`src/rtl/pll_reset_sequencer.sv`:
```
// PLL lock consumer: synchronises the asynchronous lock flag, holds the
// system reset until lock has been stable for a programmable number of
// cycles, re-asserts reset on lock loss and counts loss events.
`timescale 1ns/1ps
module pll_reset_sequencer #(
    parameter int SYNC_STAGES   = 2,
    parameter int STABLE_CYCLES = 1024,
    parameter int HOLD_CYCLES   = 16,
    parameter int LOSS_CNT_W    = 8
) (
    input  logic                  clk,
    input  logic                  reset,
    input  logic                  pll_locked,
    input  logic                  clear_sticky,
    output logic                  sys_reset,
    output logic                  sys_ready,
    output logic                  lock_lost_sticky,
    output logic [LOSS_CNT_W-1:0] lock_lost_count
);

    localparam int MAX_CYCLES = (STABLE_CYCLES > HOLD_CYCLES) ? STABLE_CYCLES : HOLD_CYCLES;
    localparam int CNT_W      = $clog2(MAX_CYCLES + 1);

    localparam logic [CNT_W-1:0]      STABLE_LAST = CNT_W'(STABLE_CYCLES - 1);
    localparam logic [CNT_W-1:0]      HOLD_LAST   = CNT_W'(HOLD_CYCLES - 1);
    localparam logic [LOSS_CNT_W-1:0] COUNT_MAX   = {LOSS_CNT_W{1'b1}};

    typedef enum logic [1:0] {
        ST_WAIT,
        ST_STABLE,
        ST_RUN,
        ST_HOLD
    } state_t;

    state_t                 state;
    logic [CNT_W-1:0]       counter;
    logic [SYNC_STAGES-1:0] sync_q;
    logic                   locked_s;

    // Metastability chain for the lock flag, followed by a retiming flop so
    // the FSM always consumes a clean registered level.
    always_ff @(posedge clk) begin
        if (reset) begin
            sync_q   <= '0;
            locked_s <= 1'b0;
        end else begin
            sync_q   <= {sync_q[SYNC_STAGES-2:0], pll_locked};
            locked_s <= sync_q[SYNC_STAGES-1];
        end
    end

    // Sequencing FSM; outputs are registered and updated on the same edge the
    // state enters or leaves RUN. A loss event overrides a same-cycle clear.
    always_ff @(posedge clk) begin
        if (reset) begin
            state            <= ST_WAIT;
            counter          <= '0;
            sys_reset        <= 1'b1;
            sys_ready        <= 1'b0;
            lock_lost_sticky <= 1'b0;
            lock_lost_count  <= '0;
        end else begin
            if (clear_sticky) begin
                lock_lost_sticky <= 1'b0;
            end
            case (state)
                ST_WAIT: begin
                    if (locked_s) begin
                        state   <= ST_STABLE;
                        counter <= '0;
                    end
                end
                ST_STABLE: begin
                    if (!locked_s) begin
                        state <= ST_WAIT;
                    end else if (counter == STABLE_LAST) begin
                        state     <= ST_RUN;
                        sys_reset <= 1'b0;
                        sys_ready <= 1'b1;
                    end else begin
                        counter <= counter + CNT_W'(1);
                    end
                end
                ST_RUN: begin
                    if (!locked_s) begin
                        state            <= ST_HOLD;
                        counter          <= '0;
                        sys_reset        <= 1'b1;
                        sys_ready        <= 1'b0;
                        lock_lost_sticky <= 1'b1;
                        if (lock_lost_count != COUNT_MAX) begin
                            lock_lost_count <= lock_lost_count + LOSS_CNT_W'(1);
                        end
                    end
                end
                ST_HOLD: begin
                    if (counter == HOLD_LAST) begin
                        state <= ST_WAIT;
                    end else begin
                        counter <= counter + CNT_W'(1);
                    end
                end
                default: begin
                    state     <= ST_WAIT;
                    sys_reset <= 1'b1;
                    sys_ready <= 1'b0;
                end
            endcase
        end
    end

endmodule

```
`config.mk`:
```
export PLATFORM = sky130hd
export DESIGN_NAME = pll_reset_sequencer
export DESIGN_NICKNAME = d
export VERILOG_FILES = /design/src/rtl/pll_reset_sequencer.sv
export SDC_FILE = /design/constraint.sdc
export NUM_CORES = 1
export LEC_CHECK = 0
export BUFFER_PORTS_ARGS = -buffer_cell sky130_fd_sc_hd__buf_2
export CAP_MARGIN = 20
export CORE_ASPECT_RATIO = 0.7
export CORE_UTILIZATION = 55
export CTS_CLUSTER_SIZE = 28
export DETAILED_ROUTE_END_ITERATION = 8
export PLACE_DENSITY_LB_ADDON = 0.3
export RECOVER_POWER = 50
export REMOVE_ABC_BUFFERS = 1
export SETUP_SLACK_MARGIN = 0.3
export SLEW_MARGIN = 20
export SYNTH_ARGS = -nofsm -noshare
export SYNTH_HDL_FRONTEND = slang
export SYNTH_SLANG_ARGS = --single-unit
```
`constraint.sdc`:
```
create_clock -name clk -period 2.5 [get_ports clk]
set_input_delay 0.25 -clock clk [delete_from_list [all_inputs] [get_ports clk]]
set_output_delay 0.25 -clock clk [all_outputs]
set_load 0.1 [all_outputs]
```
==> results by group <==
Critical path
  • Worst path required time: 2.68 ns
  • CP Class: reg2reg
  • CP arrival: 2.40 ns
  • Crit-path max FO: 15
  • Crit path capture type: flop
  • CP startpoint kind: flop

Timing
  • Final setup margin: 0.286 ns
  • Rel. slew slack: 0.180
  • RSZ-0062 raised after global routing: yes
  • Slew Limit Fails: 0
  • Final setup TNS: 0 ns
  • Fin crit share: 0.886
  • Final hold vios: 0
  • Final Critical Period: 2.21 ns
  • Final clock skew: 0.00570 ns
  • Worst-Margin Slew: 1.23 ns
  • Max Fclk: 452 MHz
  • Final setup violation count: 0

Run status
  • Outcome: completed

Floorplanning
  • Core ar.: 0.00251 mm²
  • Die height: 45.5 µm
  • IO Count: 15
  • Starting Density: 0.591
  • Num rows: 15
  • Die W: 64.1 µm
  • Die Area: 0.00292 mm²

Route
  • Vias: 1495
  • DRC errors left: 0
  • Antenna viol nets, final: 0
  • Via-per-instance ratio: 6.73
  • DR iter-0 viols: 164
  • Pre-antenna DRT Iters: 4
  • Routed WL: 3710 µm
  • Routed len/inst: 16.7 µm

Job
  • Max-cap violations: 0

CTS
  • Root buffer cell: clkbuf_8
  • Skew-Pair Late Insertion Delay: 0.27 ns
  • CTS max path bufs: 2
  • CTS buffer count: 3
  • Hold Buf Count CTS: 0
  • Clock transition at the registers of the reported paths: 0.09 ns
  • Htree depth: 1
  • CTS sink cnt: 27
  • CTS tree: yes

GRT
  • Vias in the first global route: 1245
  • Initial antenna violation count: 0
  • Final global-route overflow total: 0
  • Largest net degree at the start of global routing: 29
  • Wire length of the first global-routing pass: 6190 µm
  • Global Route Usage Sum: 0.280

Final layout
  • Commonest non-fill, non-tap cells in the layout: dfxtp_1, nor2_1, clkbuf_1, a21oi_1
  • Final nets: 195
  • Share of layout cells above drive strength 1: 0.0851
  • Ant diodes: 0
  • Commonest non-fill, non-tap cell in the layout: dfxtp_1
  • P&R area growth vs syn: 10.4%
  • Fill count: 226

Hold path
  • Hold Crit Class: in2reg

Synthesis
  • Post-Syn Instances: 172
  • Avg Inst Size Synth: 8.64 µm²
  • Main synth FF type: dfxtp_1
  • Synth cell types: 51
  • Ys Warns: 0
  • Sequential fraction of the synthesis area: 0.364
  • Post-Syn Area: 0.00149 mm²
  • EDFF count, synth: 0
  • FFs w/ async S/R, synth: 0
  • Synthesized flop and latch total: 27

Placement
  • Worst slack, placed: 0.355 ns
  • Placer congestion estimate: 0.906
  • Port Buffers: 14
  • DP HPWL: 2550 µm

Power
  • PD cells: 429 mW/mm²
  • Worst IR Drop VDD: 0.000318 V
  • Leakage: 0.518 nW
[cells by family (layout without fill, tap and decap cells)]
| kind of cell | after synthesis | in the layout | synth area share |
|---|---|---|---|
| simple gates | 70 | 70 | 0.274 |
| compound gates | 53 | 53 | 0.272 |
| flops | 27 | 27 | 0.364 |
| buf+inv | 16 | 32 | 0.0480 |
| fa+ha+maj | 2 | 2 | 0.0168 |
| xor+xnor | 2 | 2 | 0.0118 |
| mux | 2 | 2 | 0.0135 |
[path summary, 6_finish.rpt]
path | slack (ns) | from | endpoint | depth (start not counted)
worst max register to register | 0.29 | counter[0]$_SDFFE_PP0P_ | counter[9]$_SDFFE_PP0P_ | 5
worst min-delay path | 0.18 | pll_locked | sync_q[0]$_SDFF_PP0_ | 2
worst max-delay path | 0.29 | counter[0]$_SDFFE_PP0P_ | counter[9]$_SDFFE_PP0P_ | 5
worst min register to register | 0.45 | sync_q[1]$_SDFF_PP0_ | locked_s$_SDFF_PP0_ | 1
[through the flow]
stage / hold slack, ns / cell area [µm²] / power [mW] / utilization / instances
3_5_place_dp: 0.430 / 1610 / 0.467 / 0.639 / 218
5_1_grt: 0.175 / 1640 / 0.736 / 0.652 / 222
4_1_cts: 0.178 / 1650 / 0.711 / 0.657 / 222
2_1_floorplan: 0.319 / 1440 / 0.452 / - / 163
3_3_place_gp: 0.418 / 1610 / 0.466 / 0.639 / 218
6_report: 0.183 / 1640 / 0.704 / 0.652 / 222
[state kept, by name, indices dropped and copies added, names as in the netlist, named ones only]
register and cells:
counter 11, lock_lost_count 8, lock_lost_sticky 1, locked_s 1
state 1, sync_q 2, sys_ready 1, sys_reset 1
[what timing repair did]
action,in CTS,in global routing
endpoints found under the hold margin,0,0
resized for setup,0,2
setup buffers,0,0
endpoints found under the setup margin,0,4
[worst max-delay path, cell delays in order, from the launching register on]
cell and delay (ns):
dfxtp_1 0.41, ha_1 0.29, nand3_1 0.31, o41a_4 0.64
o221a_1 0.27, a211oi_1 0.20
[power by group]
group          switching, mW  internal, mW
combinational         0.0164       0.00720
clock                  0.134         0.112
sequential           0.00224         0.432
total                  0.153         0.551
[area by class of cell]
class                           count  area [µm²]  area share
Multi-Input combinational cell    129         880       0.536
Sequential cell                    27         541       0.330
Timing Repair Buffer               21         105      0.0641
Tap cell                           34        42.5      0.0259
Clock buffer                        3        41.3      0.0252
Inverter                            7        26.3      0.0160
Clock inverter                      1        5.00     0.00305
[Yosys cell counts, types with 4 or more instances]
master     count  area (µm²)
a21oi_1       10        50.1
nor2b_1        7        43.8
o221ai_1       4        35.0
o31ai_1        5        37.5
nor4_1         8        50.1
nand4_1        4        25.0
o21ai_0        7        35.0
o2111ai_1      6        52.6
nor3_1         4        20.0
nand2_1        8        30.0
clkbuf_1       4        15.0
inv_1          6        22.5
dfxtp_1       27         541
or3_1          4        25.0
nand3_1        7        35.0
nor2_1        12        45.0
[layer usage]
layer,up-vias,GRT usage,routed length [µm]
met2,66,0.419,1660
met3,6,0.0800,275
li1,705,-,-
met5,-,0,0
met1,718,0.406,1760
met4,0,0.0444,21
Power figures use the tool's default switching activity.
